[src/rtl/motor_slot_timer_if.sv]
// Handshake bundle for motor_slot_timer.
// Master drives En/Div; slave returns the slot timing outputs.
interface motor_slot_timer_if #(
  parameter int CH_NUM = 8,
  parameter int PH_NUM = 2,
  parameter int DIV_W  = 16
);
  logic              En;
  logic [DIV_W-1:0]  Div;
  logic [DIV_W-1:0]  Div_act;
  logic [CH_NUM-1:0] Slot_1h;
  logic [CH_NUM-1:0] Slot_pls;
  logic              Frame_pls;
  logic [PH_NUM-1:0] Ph_out;

  modport master (
    output En, Div,
    input  Div_act, Slot_1h, Slot_pls, Frame_pls, Ph_out
  );

  modport slave (
    input  En, Div,
    output Div_act, Slot_1h, Slot_pls, Frame_pls, Ph_out
  );
endinterface

[src/rtl/motor_slot_timer.sv]
// Programmable slot/frame/phase timer for time-multiplexed motor channels.
// Optional SLOT_GUARD_EN: one dead Slot_1h/Ph_out cycle at each slot end.
module motor_slot_timer #(
  parameter int CH_NUM = 8,
  parameter int PH_NUM = 2,
  parameter int DIV_W  = 16
) (
  input logic gClk,
  input logic Rst_n,
  motor_slot_timer_if.slave bus
);
  localparam int SW    = $clog2(CH_NUM);
  localparam int GROUP = CH_NUM / PH_NUM;
  localparam logic [SW-1:0] LAST = SW'(CH_NUM - 1);

  logic              run_q, run_d;
  logic [DIV_W-1:0]  presc_q, presc_d;
  logic [SW-1:0]     slot_q, slot_d;
  logic [DIV_W-1:0]  div_act_q, div_act_d;
  logic [CH_NUM-1:0] slot_1h_q, slot_1h_d;
  logic [CH_NUM-1:0] slot_pls_q, slot_pls_d;
  logic              frame_pls_q, frame_pls_d;
  logic [PH_NUM-1:0] ph_q, ph_d;
  logic              tick;
  logic              new_slot;

  always_comb begin
    run_d     = run_q;
    presc_d   = presc_q;
    slot_d    = slot_q;
    div_act_d = div_act_q;
    new_slot  = 1'b0;
    tick      = (presc_q == div_act_q);
    unique case (1'b1)
      !bus.En: begin
        run_d     = 1'b0;
        presc_d   = '0;
        slot_d    = '0;
        div_act_d = bus.Div;
      end
      bus.En && !run_q: begin
        run_d     = 1'b1;
        presc_d   = '0;
        slot_d    = '0;
        div_act_d = bus.Div;
        new_slot  = 1'b1;
      end
      bus.En && run_q && tick: begin
        presc_d  = '0;
        new_slot = 1'b1;
        if (slot_q == LAST) begin
          slot_d    = '0;
          div_act_d = bus.Div;
        end else begin
          slot_d = slot_q + 1'b1;
        end
      end
      default: presc_d = presc_q + 1'b1;
    endcase
  end

  // Outputs are registered from next state so they line up with the slot.
  always_comb begin
    slot_1h_d  = '0;
    slot_pls_d = '0;
    ph_d       = '0;
    if (run_d) begin
      slot_1h_d = CH_NUM'(1) << slot_d;
      if (new_slot) slot_pls_d = slot_1h_d;
      for (int k = 0; k < PH_NUM; k++) begin
        ph_d[k] = (int'(slot_d) >= k * GROUP + GROUP / 2) &&
                  (int'(slot_d) <= (k + 1) * GROUP - 1);
      end
`ifdef SLOT_GUARD_EN
      if (div_act_d != '0 && presc_d == div_act_d) begin
        slot_1h_d = '0;
        ph_d      = '0;
      end
`else
`endif
    end
    frame_pls_d = slot_pls_d[0];
  end

  always_ff @(posedge gClk or negedge Rst_n) begin
    if (!Rst_n) begin
      run_q       <= 1'b0;
      presc_q     <= '0;
      slot_q      <= '0;
      div_act_q   <= '0;
      slot_1h_q   <= '0;
      slot_pls_q  <= '0;
      frame_pls_q <= 1'b0;
      ph_q        <= '0;
    end else begin
      run_q       <= run_d;
      presc_q     <= presc_d;
      slot_q      <= slot_d;
      div_act_q   <= div_act_d;
      slot_1h_q   <= slot_1h_d;
      slot_pls_q  <= slot_pls_d;
      frame_pls_q <= frame_pls_d;
      ph_q        <= ph_d;
    end
  end

  assign bus.Div_act   = div_act_q;
  assign bus.Slot_1h   = slot_1h_q;
  assign bus.Slot_pls  = slot_pls_q;
  assign bus.Frame_pls = frame_pls_q;
  assign bus.Ph_out    = ph_q;
endmodule

[src/flat_wrapper.sv]
// flat-port wrapper written by rule: the top's interface ports become plain ports
module motor_slot_timer_flat 
#(
  parameter int CH_NUM = 8,
  parameter int PH_NUM = 2,
  parameter int DIV_W  = 16
)
  (gClk, Rst_n, bus_En, bus_Div, bus_Div_act, bus_Slot_1h, bus_Slot_pls, bus_Frame_pls, bus_Ph_out);
  motor_slot_timer_if #(.CH_NUM(CH_NUM), .PH_NUM(PH_NUM), .DIV_W(DIV_W)) bus_i ();
  input logic gClk;
  input logic Rst_n;
  input wire logic [$bits(bus_i.En)-1:0] bus_En;
  input wire logic [$bits(bus_i.Div)-1:0] bus_Div;
  output wire logic [$bits(bus_i.Div_act)-1:0] bus_Div_act;
  output wire logic [$bits(bus_i.Slot_1h)-1:0] bus_Slot_1h;
  output wire logic [$bits(bus_i.Slot_pls)-1:0] bus_Slot_pls;
  output wire logic [$bits(bus_i.Frame_pls)-1:0] bus_Frame_pls;
  output wire logic [$bits(bus_i.Ph_out)-1:0] bus_Ph_out;
  assign bus_i.En = bus_En;
  assign bus_i.Div = bus_Div;
  assign bus_Div_act = bus_i.Div_act;
  assign bus_Slot_1h = bus_i.Slot_1h;
  assign bus_Slot_pls = bus_i.Slot_pls;
  assign bus_Frame_pls = bus_i.Frame_pls;
  assign bus_Ph_out = bus_i.Ph_out;
  motor_slot_timer #(.CH_NUM(CH_NUM), .PH_NUM(PH_NUM), .DIV_W(DIV_W)) u_core (.gClk(gClk), .Rst_n(Rst_n), .bus(bus_i));
endmodule
[config.mk]
export PLATFORM = sky130hd
export DESIGN_NAME = motor_slot_timer_flat
export DESIGN_NICKNAME = d
export VERILOG_FILES = /design/src/rtl/motor_slot_timer_if.sv /design/src/rtl/motor_slot_timer.sv /design/src/flat_wrapper.sv
export SDC_FILE = /design/constraint.sdc
export NUM_CORES = 1
export LEC_CHECK = 0
export ABC_AREA = 1
export CAP_MARGIN = 10
export CORE_MARGIN = 2
export CORE_UTILIZATION = 55
export DETAILED_ROUTE_END_ITERATION = 8
export PLACE_DENSITY_LB_ADDON = 0.12
export SLEW_MARGIN = 20
export SYNTH_ARGS = -nofsm -noshare
export SYNTH_HDL_FRONTEND = slang
export SYNTH_SLANG_ARGS = --single-unit
[constraint.sdc]
create_clock -name gClk -period 4.5 [get_ports gClk]
set_input_delay 0.9 -clock gClk [delete_from_list [all_inputs] [get_ports gClk]]
set_output_delay 0.9 -clock gClk [all_outputs]
set_load 0.01 [all_outputs]
* Word-level counts from Yosys, hierarchy flattened
Index checks and enable logic that the tools add are counted.
** Operators by class
- Equal/unequal tests :: 3
- Reductions and logical operators :: 11
- Shifts and indexed selects :: 1
- Order comparisons :: 3
- $add $sub $neg :: 2
- Muxes and demuxes :: 11
** Operators by type and width (count)
- two-way mux 16 bit :: 2
- one-hot mux 16 bit (2 select lines) :: 1
- two-way mux 8 bit :: 3
- adder 16 x 1 -> 16 bit, second input constant :: 1
- equality test 16 bit :: 1
- left shift 1 x 3 -> 8 bit, first input constant :: 1
- one-hot mux 3 bit (2 select lines) :: 1
- logical AND 1 bit :: 4
- OR reduction 2 bit :: 2
- adder 3 x 1 -> 3 bit, second input constant :: 1
- equality test 3 bit, second input constant :: 1
- >= comparator 3 x 2 -> 1 bit, second input constant :: 1
- >= comparator 3 bit, second input constant :: 1
- less-or-equal comparator 3 x 2 -> 1 bit, second input constant :: 1
- two-way mux 3 bit :: 1
- OR reduction 3 bit :: 1
- logical NOT 1 bit :: 2
- two-way mux 2 bit :: 1
- inequality test 2 bit, second input constant :: 1
- one-hot mux 1 bit (2 select lines) :: 1
- AND reduction 2 bit :: 1
- nonzero test 2 bit :: 1
- two-way mux 1 bit :: 1
** Word-level totals
- Logic and storage cells :: 39
- Bits in registers :: 55
- Input bits :: 19

* Longest topological paths before layout
Gate-level depths: netlist (run 1).
- Depth after elaboration :: 7
- Gate-level depth with buffers :: 13

* Least setup slack after synthesis (run 1)
Ideal clock, no wire load.
- Path kind :: input -> register
- Start point :: input port bus_En
- End point :: register u_core.slot_pls_q[6], in the netlist u_core.bus.Slot_pls[6]
- Stages on the path :: 10
- Path slack :: 2566 ps
- Data arrival time :: 1848 ps
- Required time :: 4414 ps
- Path through :: nand2_1 -> inv_2 -> nand2_1 -> nor2_1 -> nand2_1 -> nor2_2 -> nand4_1 -> nand2_4 -> nand2_2 -> nor3_1
** Between the ends
- Longest elaborated chain between the ends :: 6
- Elaborated cells on any way between the ends :: 12
** Ends and longest elaborated chain
- from (decl) :: line flat_wrapper.sv:12 : input wire logic [$bits(bus_i.En)-1:0] bus_En;
- logical AND 1 bit (tied with other cells) :: line motor_slot_timer.sv:41 : bus.En && !run_q: begin
- OR reduction 2 bit (no source line) or logical AND 1 bit (tied branches)
- one-hot mux 3 bit (2 select lines) * :: line motor_slot_timer.sv:34 : unique case (1'b1)
- named net u_core.slot_d[2] :: line motor_slot_timer.sv:18 : logic [SW-1:0] slot_q, slot_d;
- left shift 1 x 3 -> 8 bit * :: line motor_slot_timer.sv:68 : slot_1h_d = CH_NUM'(1) << slot_d;
- two-way mux 8 bit * :: line motor_slot_timer.sv:69 : if (new_slot) slot_pls_d = slot_1h_d;
- two-way mux 8 bit * :: line motor_slot_timer.sv:67 : if (run_d) begin
- named net u_core.slot_pls_d[6] :: line motor_slot_timer.sv:21 : logic [CH_NUM-1:0] slot_pls_q, slot_pls_d;
- to (signal assigned) :: line motor_slot_timer.sv:101 : slot_pls_q <= slot_pls_d;
- to (decl) :: line motor_slot_timer.sv:21
Mark *: on every way through the listed nets, which the timed path passes. The rest lies on a longest branch.
A chain may end at the register's enable or synchronous reset.

* Worst setup path in the final report (run 1)
- Start point :: input port bus_En
- End point :: register u_core.div_act_q[15], in the netlist u_core.bus.Div_act[15]
** Between the ends
- Longest elaborated chain between the ends :: 4
- Elaborated cells on any way between the ends :: 9
** Ends and longest elaborated chain
- logical AND 1 bit (tied with other cells) :: line motor_slot_timer.sv:48 : bus.En && run_q && tick: begin
- logical AND 1 bit or OR reduction 2 bit (tied branches)
- inequality test 2 bit (no source line) or nonzero test 2 bit (tied branches)
- AND reduction 2 bit (no source line)
- to (signal assigned) :: line motor_slot_timer.sv:99 : div_act_q <= div_act_d;
- to (decl) :: line motor_slot_timer.sv:19 : logic [DIV_W-1:0] div_act_q, div_act_d;
Several ways; a longest one is shown, not always the timed one.

==> results of run 1 <==
-- cells by family (layout without fill, tap and decap cells) --
logic type / count (synthesis) / after routing / synth area share (%)
compound gates: 33 / 33 / 6.48
buf+inv: 56 / 112 / 9.22
flops: 54 / 54 / 51.8
simple gates: 170 / 170 / 30.0
xor+xnor: 3 / 3 / 1.01
fa+ha+maj: 3 / 3 / 1.44
-- per-layer routing --
metal | vias up | share of wire (%) | wire [µm]
met5 | - | 0 | 0
met4 | 0 | 1.3 | 67
met3 | 6 | 4.2 | 225
met2 | 54 | 48 | 2570
met1 | 986 | 46 | 2450
li1 | 1096 | - | -
-- registers in the layout, indices dropped and copies added, names as in the netlist --
name,flops
u_core.bus.Ph_out,2
u_core.slot_q,3
u_core.bus.Slot_pls,8
u_core.bus.Div_act,16
u_core.bus.Slot_1h,8
u_core.run_q,1
u_core.presc_q,16
-- metrics by stage --
stage                     cell area, µm²  std cells
after floorplan                     2610        319
after global placement              3160        422
after detailed placement            3160        422
after CTS                           3240        429
after global routing                3240        429
final                               3240        429
-- cell usage in the layout (no fill, tap or decap) --
master	count
sky130_fd_sc_hd__clkbuf_8	5
sky130_fd_sc_hd__nor3b_1	1
sky130_fd_sc_hd__clkinv_2	2
sky130_fd_sc_hd__clkdlybuf4s50_1	52
sky130_fd_sc_hd__o21ai_2	1
sky130_fd_sc_hd__inv_2	11
sky130_fd_sc_hd__inv_1	39
sky130_fd_sc_hd__xor2_1	3
sky130_fd_sc_hd__nand3_2	2
sky130_fd_sc_hd__nand3b_1	1
sky130_fd_sc_hd__nor2_2	4
sky130_fd_sc_hd__nand2_4	5
sky130_fd_sc_hd__nand2_2	4
sky130_fd_sc_hd__o21ai_0	8
sky130_fd_sc_hd__nand2_1	68
sky130_fd_sc_hd__nor3_1	9
sky130_fd_sc_hd__ha_1	3
sky130_fd_sc_hd__nor4_1	2
sky130_fd_sc_hd__nor2_1	53
sky130_fd_sc_hd__nand3_1	12
sky130_fd_sc_hd__dfrtp_1	54
sky130_fd_sc_hd__nor2_4	1
sky130_fd_sc_hd__and2_1	1
sky130_fd_sc_hd__nor3_2	2
sky130_fd_sc_hd__buf_2	1
sky130_fd_sc_hd__buf_4	2
sky130_fd_sc_hd__nand4_1	5
sky130_fd_sc_hd__a21oi_1	24
-- how the worst max path moves through the flow --
stage            from                            endpoint  slack [ns]
3_3_place_gp   bus_En  u_core.bus.Div_act[14]$_DFFE_PN0P_        1.90
2_1_floorplan  bus_En    u_core.bus.Slot_pls[6]$_DFF_PN0_        2.57
4_1_cts        bus_En  u_core.bus.Div_act[15]$_DFFE_PN0P_        2.10
5_1_grt        bus_En    u_core.bus.Slot_pls[3]$_DFF_PN0_        1.91
6_report       bus_En  u_core.bus.Div_act[15]$_DFFE_PN0P_        2.11
3_5_place_dp   bus_En  u_core.bus.Div_act[15]$_DFFE_PN0P_        1.77
-- power by group through the flow --
stage               Combinational [µW]  Sequential, µW  Clock [µW]
detailed placement                 139             527           0
floorplan                         61.9             534           0
global route                       156             521         277
finish                             138             518         255
CTS                                140             518         263
global placement                   137             527           0
-- final cells by class --
type / count / area share, %
multi-input cells: 209 / 31.3
well taps: 54 / 2.08
flip-flops and latches: 54 / 41.7
repair buffers: 55 / 16.7
clock buffers: 5 / 2.12
clock inverters: 2 / 0.309
inverters: 50 / 5.79
==> results.txt, run 1 <==
The run finished with clean final reports. Derived from the worst setup path, the maximum achievable clock frequency is 0.419 GHz. The number of detailed-routing iterations run before antenna repair came out at 4. The final number of max-transition violations is 0. The placeable core region came out at 0.00463 mm². Across the run, the number of max-cap violations was 0. The portion of total power attributed to sequential cells came out at 56.9%. The post-route worst hold slack is 0.539 ns.

The number of resized instances in the post-cts repair step is 0. TritonCTS built the clock tree. The share of final-layout standard cells stronger than drive strength 1 is 10.7%.

The fraction of registers with async set/reset came out at 100%. The die height is 72.8 µm. The number of flops mapped to enable cells by yosys came out at 0. In this run the power density over the cells is 281 mW/mm².

Yosys instantiated no cell more often than sky130_fd_sc_hd__nand2_1. After detailed routing, the number of vias per cell comes to 4.99. The number of fill cells in the layout is 396.

The internal power of the cells totals 674 µW. The worst slack at placement came out at 1.77 ns. The biggest area consumer among synthesized cells is sky130_fd_sc_hd__dfrtp_1.

STA classifies the critical path endpoint as a flop. Of the total power, the share spent switching nets is 26.0%. The horizontal die dimension came out at 72.8 µm.

On the critical path the largest part of the delay comes from buffers and inverters. The number of setup buffers added after CTS came out at 0. The share of the Yosys chip area taken by registers is 51.8%. The class of the tightest hold or removal check is reg2reg. Of all nets on the critical path, the largest fanout is 20. Global routing consumed, on the met1 layer, 29.9% of the routing resources. The remaining design rule violation count came out at 0. The setup violation total in the final timing report is 0. The clock arrives with 0.00438 ns of skew. Detailed placement ended at an HPWL of 3980 µm. After layout, the worst path uses 53.1% of the clock period. Walking the worst path, the cells encountered are clkdlybuf4s50_1 -> nand2_1 -> inv_2 -> nand2_2 -> o21ai_2 -> buf_4 -> nor2_1 -> a21oi_1.

The leakage power is 0.00158 µW. Setup repair after global routing left no endpoint under its margin. The worst flop-to-flop path endpoint is u_core.bus.Div_act[15]$_DFFE_PN0P_. The post-synthesis cell count is 319. The relative contribution of the clock network to total power is 28.0%. The maximum single-stage delay on the critical path is 0.50 ns.

The cell type of the slowest stage on the worst timing path is sky130_fd_sc_hd__clkdlybuf4s50_1. The total via count after detailed routing is 2,142. In this run the core area contains 25 standard-cell rows.

The die outline area is 0.00530 mm². The via count of the first global-routing pass came out at 2,122. The final layout contains routed wiring with a total length of 5310 µm.

Ranked by instance count, the synthesized netlist is headed by sky130_fd_sc_hd__nand2_1 (68), sky130_fd_sc_hd__dfrtp_1 (54), sky130_fd_sc_hd__nor2_1 (53). The average detailed-routed wire length per instance came out at 12.4 µm. The reg-to-reg critical path startpoint is u_core.presc_q[7]$_DFF_PN0_. Entering global routing, the biggest net connects 55 pins. Summing all flip-flop and latch instances after layout gives 0.00135 mm². The effective utilization at floorplan is 56.3%. STA classifies the critical path startpoint as an input pin.

The worst path buffer plus inverter count came out at 3. At the worst endpoint, the arrival time is 2.62 ns. In this run, post-CTS hold repair placed 0 buffers. The maximum ir drop on the vdd rail is 0.000214 V. The number of top-level pins is 54. The setup total negative slack came out at 0 ns. The final layout contains 397 nets. The total number of cells along the worst setup path is 8.

The mean area per synthesized cell came out at 8.17 µm². Summing every instance area after synthesis gives 0.00261 mm². In this run the deepest clock path goes through 2 buffers.

The overall track demand over capacity in global routing came out at 22.6%. The part of the total power dissipated in combinational logic came out at 15.1%. The share of the core filled with cells in the final layout is 70.0%. After synthesis, the cell types taking the most area are sky130_fd_sc_hd__dfrtp_1 (52%), sky130_fd_sc_hd__nand2_1 (9.8%), sky130_fd_sc_hd__nor2_1 (7.6%), sky130_fd_sc_hd__inv_1 (5.6%), sky130_fd_sc_hd__a21oi_1 (4.6%). The worst hold path begins at u_core.presc_q[0]$_DFF_PN0_.

The worst-case setup margin in the final layout came out at 2.11 ns. The number of buffers inserted by port buffering came out at 53. For the pin with the worst max-slew slack, the measured transition is 0.672 ns. The first-pass GRT wire length is 9200 µm.

The count of final hold-check violations is 0. Summed over all layers, the global routing overflow is 0. The number of synthesis warnings is 0. The worst hold path terminates at u_core.presc_q[0]$_DFF_PN0_. The flop and latch count out of synthesis came out at 54.

The area of the multi-input gates is 0.00101 mm². After synthesis, the largest area contributor takes up 51.8% of total cell area. The relative slew slack is 55.2%. The clock latency on the worst-skew pair is 0.30 ns. The met2 global-route usage is 37.2%. The number of cells on the worst reg-to-reg path is 12. The dominant register cell in the synthesized netlist is sky130_fd_sc_hd__dfrtp_1.

The number of different library cells in the post-synthesis netlist came out at 26. The busiest layer in global routing is met2. The count of antenna-violating nets left after detailed routing is 0. The growth of design area from synthesis to finish is 24.3%. The number of clock buffers inserted by TritonCTS is 5. The power after layout came out at 910 µW. The H-tree level count is 2. The slack of the worst reg-to-reg path is 2.40 ns. The number of clock sinks seen by CTS is 54.

The antenna diode count came out at 0. The number of stages on the worst hold path is 1. The number of antenna violations at the first check in global routing was 0.

The clock transition time at the flip-flop clock pins of the worst setup and hold paths came out at 0.09 ns. The placer's final routability congestion estimate is 0.846. The worst endpoint required time is 4.73 ns.

The time the final worst path needs with I/O delays and setup came out at 2.39 ns. The net switching component of the power is 237 µW. The critical path class is in2reg. In this run, the number of DRC markers left after iteration 0 of detailed routing was 192. The synthesized net count is 341. The global-route met3 utilization came out at 4.56%. The cell sitting at the root of the clock tree is a sky130_fd_sc_hd__clkbuf_8.
(Power assumes the default switching activity.)
==> run 2: changes to the inputs <==
--- a/config.mk
+++ b/config.mk
@@ -8,7 +8,7 @@
 export ABC_AREA = 1
 export CAP_MARGIN = 10
 export CORE_MARGIN = 2
-export CORE_UTILIZATION = 55
+export CORE_UTILIZATION = 51
 export DETAILED_ROUTE_END_ITERATION = 8
 export PLACE_DENSITY_LB_ADDON = 0.12
 export SLEW_MARGIN = 20
==> constraint.sdc (replaced) <==
create_clock -name gClk -period 2.2 [get_ports gClk]
set_input_delay 0.44 -clock gClk [delete_from_list [all_inputs] [get_ports gClk]]
set_output_delay 0.44 -clock gClk [all_outputs]
set_load 0.01 [all_outputs]
==> run 2 against run 1 <==
Sequential share of layout area is 0.94 points lower. Sequential cell count stayed put. Non-clock buffer count is 3 higher. Register-to-register slack worse by 2.1 ns. Sequential power is 100% higher. Worst setup slack worse by 1.8 ns. Highest routed layer unchanged. Global-route usage is 2.6 points lower. Via count is 0.42% higher.
==> results.txt, run 2 (synthesized netlist as in run 1, its figures left out) <==
After detailed routing, the average wire length per cell comes to 11.8 µm. The net switching component of the power is 513 µW. The maximum ir drop on the vdd rail came out at 0.000369 V. The switching share of total power is 26.4%.

From synthesis to final layout, the design area changed by 27.2%. The actual slew at the worst max-slew pin came out at 0.418 ns. In this run the critical register-to-register path is launched from u_core.presc_q[0]$_DFF_PN0_. The first detailed-routing pass took 4 iterations.

The worst setup path is launched from a flop. The detailed router used layers up to and including met4. The number of buffers inserted by port buffering came out at 53. The number of top-level pins came out at 54. The count of final hold-check violations came out at 0. The number of rows created at floorplan came out at 26. The worst slack at placement is 0.0650 ns.

The routed wire length on met3 came out at 269 µm. The HPWL after detailed placement came out at 3910 µm. The portion of total power attributed to sequential cells came out at 54.5%. The remaining design rule violation count is 0. The die height is 75.5 µm. The clock passes through at most 2 buffers.

The flow ran to the end, and the final reports show no timing, DRC or antenna violations. Across the routed clock network, the largest skew measured is 0.00794 ns. The number of resized instances in the post-cts repair step came out at 0. In the routed layout, each cell is associated on average with a via count of 4.79. Once layout is complete, the cells apart from fillers number 449.

The number of antenna violations at the first check in global routing came out at 0. The first-pass GRT wire length is 8580 µm. In this run, the clock network consumes 30.5% of the power.

The worst-case setup margin in the final layout is 0.331 ns. After detailed placement, the total cell area comes to 0.00322 mm². In the layout the commonest cells are sky130_fd_sc_hd__nand2_1 (68), sky130_fd_sc_hd__dfrtp_1 (54), sky130_fd_sc_hd__nor2_1 (53).

The total power per unit cell area came out at 586 mW/mm². The TritonCTS clock tree is yes. The length of routed wiring on met1 is 2390 µm. The final number of max-transition violations is 0. The relative slew slack is 71.9%. Buffers inserted to repair hold after CTS numbered 0. The post-route cell area is 0.00332 mm². The worst register-to-register path ends at u_core.presc_q[14]$_DFF_PN0_. For this run, the post-layout net count is 400. The clock latency on the worst-skew pair came out at 0.31 ns. Leaving out fill and tap cells, the most frequent cell in the layout is sky130_fd_sc_hd__nand2_1. The via count of the first global-routing pass is 2,037. The leakage power came out at 0.00160 µW.

The detail route stage leaves a number of antenna-violating nets equal to 0. The time the final worst path needs with I/O delays and setup came out at 1.87 ns. The portion of the clock cycle consumed by the worst path in the final layout came out at 85.0%. The detailed router finished its first iteration with 120 violations. The total via count after detailed routing is 2,151. The overall track demand over capacity in global routing came out at 20.0%. The cell-internal power came out at 1430 µW. The maximum frequency from static timing analysis is 0.535 GHz.

The share of the core filled with cells in the final layout is 66.2%. At the end of routability-driven placement, the weighted congestion stood at 0.835. The effective utilization at floorplan came out at 52.0%. The slack of the worst reg-to-reg path came out at 0.33 ns. The data arrival time at the worst-slack endpoint came out at 2.07 ns. The number of maximum-capacitance violations came out at 0. Including well taps, the total number of placed cells is 441. The setup violation total in the final timing report is 0. The critical path is of the reg2reg type. The die outline area came out at 0.00570 mm². The H-tree level count is 2.

The share of final-layout standard cells stronger than drive strength 1 is 11.6%. The number of cells on the worst reg-to-reg path came out at 10. Global routing finished with a remaining overflow of 0.

STA classifies the critical path endpoint as a flop. Combinational logic is responsible for 15.0% of the overall power. The maximum number of pins on one net before global-route repair came out at 55. Setup repair after global routing left no endpoint under its margin. The detailed route wirelength on metal2 came out at 2560 µm.

The setup total negative slack is 0 ns. The number of clock sinks seen by CTS is 54. The antenna diode count came out at 0. The number of setup buffers added after CTS is 0. The horizontal die dimension came out at 75.5 µm. The class of the tightest hold or removal check is in2async. In this run the worst path has a maximum fanout of 5. The total detailed-routing wirelength came out at 5300 µm. The worst endpoint required time is 2.40 ns. Buffers inserted during clock tree synthesis total 5.

After clock tree synthesis, the clock-pin slew on the worst setup and hold paths is 0.10 ns. The placeable core region came out at 0.00501 mm². CTS placed an instance of sky130_fd_sc_hd__clkbuf_8 at the clock tree root.
==> run 2: cell count changes in the layout (fill, tap and decap cells not counted), sizes merged <==
cell / change
clkbuf: +1
clkinv: -2
buf: +3
clkinvlp: +1
inv: +1
==> run 2: final cells by class <==
class	instances	area [µm²]
repair buffers	58	576
fillers	455	1690
multi-input cells	209	1010
inverters	50	188
well taps	70	87.6
clock buffers	6	82.6
clock inverters	2	16.3
flip-flops and latches	54	1350
==> run 2: stage by stage <==
| step | hold WS [ns] | total power, µW |
|---|---|---|
| floorplan | 0.144 | 1220 |
| global placement | 0.457 | 1370 |
| detailed placement | 0.459 | 1370 |
| CTS | 0.122 | 1970 |
| global route | 0.126 | 2030 |
| finish | 0.0945 | 1940 |
==> run 2: how the worst max path moves through the flow <==
| stage | to | from | cells past startpoint | slack [ns] |
|---|---|---|---|---|
| after floorplan | u_core.presc_q[12]$_DFF_PN0_ | u_core.presc_q[0]$_DFF_PN0_ | 10 | 0.64 |
| after global placement | u_core.bus.Slot_pls[7]$_DFF_PN0_ | bus_En | 11 | 0.15 |
| after detailed placement | u_core.bus.Slot_pls[7]$_DFF_PN0_ | bus_En | 11 | 0.06 |
| after CTS | u_core.presc_q[14]$_DFF_PN0_ | u_core.presc_q[0]$_DFF_PN0_ | 10 | 0.35 |
| after global routing | u_core.presc_q[14]$_DFF_PN0_ | u_core.presc_q[0]$_DFF_PN0_ | 10 | 0.12 |
| final | u_core.presc_q[14]$_DFF_PN0_ | u_core.presc_q[0]$_DFF_PN0_ | 10 | 0.33 |
==> run 2: power groups by stage <==
stage          clock, µW  sequential (µW)  combinational (µW)
4_1_cts              610             1060                 297
3_3_place_gp           0             1080                 292
5_1_grt              639             1060                 328
6_report             593             1060                 292
2_1_floorplan          0             1090                 127
3_5_place_dp           0             1080                 295
==> run 2: worst max-delay path, stage by stage (launching register included) <==
cell and delay, ns:
sky130_fd_sc_hd__dfrtp_1 0.42, sky130_fd_sc_hd__ha_1 0.20, sky130_fd_sc_hd__nand3_1 0.12, sky130_fd_sc_hd__nor2_1 0.15, sky130_fd_sc_hd__nand2_1 0.06, sky130_fd_sc_hd__nor2_1 0.19
sky130_fd_sc_hd__nand3_1 0.17, sky130_fd_sc_hd__inv_1 0.11, sky130_fd_sc_hd__nand3_1 0.08, sky130_fd_sc_hd__o21ai_0 0.19, sky130_fd_sc_hd__a21oi_1 0.06
==> run 2: routing by layer <==
| metal | track usage [%] | vias up |
|---|---|---|
| li1 | - | 1101 |
| met1 | 25.5 | 986 |
| met2 | 33.5 | 57 |
| met3 | 4.76 | 7 |
| met4 | 6.82 | 0 |
| met5 | 0 | - |
==> run 3: changes to the inputs <==
--- a/config.mk
+++ b/config.mk
@@ -8,7 +8,7 @@
 export ABC_AREA = 1
 export CAP_MARGIN = 10
 export CORE_MARGIN = 2
-export CORE_UTILIZATION = 51
+export CORE_UTILIZATION = 46
 export DETAILED_ROUTE_END_ITERATION = 8
 export PLACE_DENSITY_LB_ADDON = 0.12
 export SLEW_MARGIN = 20
==> constraint.sdc (replaced) <==
create_clock -name gClk -period 1.6 [get_ports gClk]
set_input_delay 0.32 -clock gClk [delete_from_list [all_inputs] [get_ports gClk]]
set_output_delay 0.32 -clock gClk [all_outputs]
set_load 0.01 [all_outputs]
==> run 3 against run 2 <==
Utilization up 13 points. The run now ends with setup timing left. Worst setup slack worse by 0.54 ns. Clock skew up 0.0015 ns. Non-clock buffer count up 61. Design area rose by 30%.
==> results.txt, run 3 (synthesized netlist as in run 1, its figures left out) <==
The H-tree level count is 2. The min-delay analysis places its worst path in the category in2async. The checks that failed: setup timing. The actual slew at the worst max-slew pin came out at 0.409 ns.

The overall track demand over capacity in global routing came out at 22.1%. STA classifies the critical path endpoint as a flop. Counting every sink on the clock net gives 54.

The growth of design area from synthesis to finish is 66.0%. For this block, the routed nets add up to 7450 µm of wire. The maximum number of pins on one net before global-route repair came out at 55. The maximum net fanout on the critical path came out at 8. The worst endpoint required time came out at 1.81 ns. Tracing the worst setup path back leads to its startpoint at u_core.presc_q[0]$_DFF_PN0_. Cells with a size suffix above 1 make up 42.3% of the layout. The die covers 0.00628 mm². The remaining design rule violation count is 0. The data arrival time at the worst-slack endpoint is 2.02 ns. The floorplan step defined a core boundary enclosing 0.00547 mm². The clock latency on the worst-skew pair came out at 0.31 ns. The final number of max-transition violations came out at 0. The congestion estimate from routability-driven global placement came to 0.817. The number of maximum-capacitance violations is 0. The critical path class is reg2reg. TritonCTS created 5 clock buffers.

The run finished, with violations left. The reg-to-reg critical path startpoint is u_core.presc_q[0]$_DFF_PN0_. The number of antenna violations at the first check in global routing came out at 0.

The number of top-level pins is 54. The worst slack at placement is -0.324 ns. In the final routed layout, each cell accounts on average for 14.5 µm. Walking the worst path, the cells encountered are nand2_1 -> nand2_1 -> nor2_1 -> nand2_1 -> nor2_2 -> nand2_2 -> nand2_4 -> buf_6 -> clkinvlp_4 -> o21ai_1 -> a21oi_1. The worst-case clock buffer depth came out at 2.

In the routed layout, each cell is associated on average with a via count of 4.99. In this run the power density over the cells is 671 mW/mm². 0 antenna diodes ended up in the layout.

The first-pass GRT wire length is 10,900 µm. For this design, the slowest cell found on the critical path is sky130_fd_sc_hd__dfrtp_2. In the layout the commonest cells are sky130_fd_sc_hd__nand2_1 (57), sky130_fd_sc_hd__dfrtp_1 (52), sky130_fd_sc_hd__buf_4 (49). For this run, the detailed router's first-pass iteration total came to 4. The leakage power came out at 0.00207 µW. The number of rows created at floorplan came out at 27. The final clock skew came out at 0.00944 ns. In this run the remaining antenna-violating nets after routing total 0. The TritonCTS clock tree is yes. The number of fill cells in the layout is 381. The routed layout has 2,554 vias. Based on the critical path, the design can be clocked at up to 0.554 GHz. The die height came out at 79.3 µm.

The number of buffers inserted by port buffering is 53. The relative slew slack came out at 72.6%. In this run the clock root is driven by a sky130_fd_sc_hd__clkbuf_8. The time the final worst path needs with I/O delays and setup came out at 1.80 ns. The portion of the clock cycle consumed by the worst path in the final layout is 113%. After clock tree synthesis, the clock-pin slew on the worst setup and hold paths is 0.11 ns.

The most numerous cell type found on the critical path is sky130_fd_sc_hd__nand2_1. The effective utilization at floorplan came out at 47.6%. The residual overflow from global routing is 0. Summing all placed instances gives a cell area of 0.00354 mm². The post-route cell area is 0.00433 mm².

The setup total negative slack is -6.28 ns. The worst-case setup margin in the final layout came out at -0.205 ns. The number of DRC markers after the initial detailed-route iteration came out at 119. Setup repair after global routing could not meet its margin everywhere. The maximum ir drop on the vdd rail is 0.000456 V. The via count of the first global-routing pass is 2,471. STA classifies the critical path startpoint as a flop. The final-stage net count came out at 461. The library cell used most frequently in the layout, excluding fill and tap cells, is sky130_fd_sc_hd__nand2_1. The HPWL after detailed placement is 4300 µm. The count of final hold-check violations is 0. The maximum single-stage delay on the critical path came out at 0.45 ns. Setup violations remaining at the end of the flow were counted as 45. The horizontal die dimension came out at 79.3 µm.
## run 3: changes by cell type in the layout (fill, tap and decap cells not counted), moves of 7 or more
| cell | change |
|---|---|
| sky130_fd_sc_hd__buf_4 | +45 |
| sky130_fd_sc_hd__nor2_1 | -27 |
| sky130_fd_sc_hd__a21oi_1 | -17 |
| sky130_fd_sc_hd__a21oi_2 | +17 |
| sky130_fd_sc_hd__nor2_4 | +17 |
| sky130_fd_sc_hd__clkdlybuf4s50_1 | -11 |
| sky130_fd_sc_hd__nand2_1 | -11 |
| sky130_fd_sc_hd__buf_6 | +10 |
| sky130_fd_sc_hd__nor2_2 | +10 |
| sky130_fd_sc_hd__dlymetal6s2s_1 | +9 |
| sky130_fd_sc_hd__nand2_2 | +8 |
| sky130_fd_sc_hd__nand3_1 | -7 |
## run 3: repair_timing
item,4_1_cts,5_1_grt
setup buffers,10,7
hold buffers,1,0
pin swaps,17,21
hold endpoints to repair,12,0
endpoints found under the setup margin,40,59
gates cloned,0,3
resized for setup,57,82
## run 3: critical path, delay by kind of cell, from the launching register on
| family | cells | cell delay, ns |
|---|---|---|
| AO/OA/AOI/OAI | 2 | 0.19 |
| AND/OR/NAND/NOR | 7 | 0.75 |
| flip-flops | 1 | 0.45 |
| buffers and inverters | 2 | 0.30 |
## run 3: metrics by stage
step / power [µW] / hold slack [ns] / std cells / utilization [%]
floorplan: 1670 / 0.0244 / 319 / -
global placement: 1940 / 0.339 / 483 / 64.8
detailed placement: 1950 / 0.343 / 483 / 64.8
CTS: 2810 / 0.512 / 502 / 71.4
global route: 3020 / 0.581 / 512 / 79.0
finish: 2900 / 0.527 / 512 / 79.0
## run 3: path summary, 6_finish.rpt
check | depth (start not counted) | slack [ns] | to
min in group gClk | 2 | 0.55 | u_core.bus.Div_act[8]$_DFFE_PN0P_
worst max register to register | 11 | -0.20 | u_core.presc_q[12]$_DFF_PN0_
worst min register to register | 2 | 0.55 | u_core.bus.Div_act[8]$_DFFE_PN0P_
max in group asynchronous | 3 | 0.79 | u_core.presc_q[0]$_DFF_PN0_
worst min-delay path | 3 | 0.53 | u_core.bus.Div_act[7]$_DFFE_PN0P_
worst max-delay path | 11 | -0.20 | u_core.presc_q[12]$_DFF_PN0_
## run 3: report_power, final
| group | internal [µW] | leakage, µW | total [µW] | switching, µW |
|---|---|---|---|---|
| clock network | 324 | 0.0000491 | 822 | 498 |
| logic | 318 | 0.00132 | 626 | 308 |
| registers | 1420 | 0.000700 | 1460 | 40.6 |
| total | 2060 | 0.00207 | 2900 | 847 |
## run 3: cell type report
type | instances | area (µm²) | area share (%)
clock inverters | 3 | 26.3 | 0.607
flip-flops and latches | 54 | 1350 | 31.3
well taps | 72 | 90.1 | 2.08
inverters | 50 | 199 | 4.60
multi-input cells | 209 | 1420 | 32.7
clock buffers | 5 | 68.8 | 1.59
repair buffers | 119 | 1170 | 27.1
## run 3: routing by layer
metal  global-route usage (%)  routed length (µm)  vias up
li1                         -                   -     1231
met1                     28.2                3150     1256
met2                     36.9                3900       59
met3                     3.86                 281        8
met4                     9.48                 120        0
met5                        0                   0        -
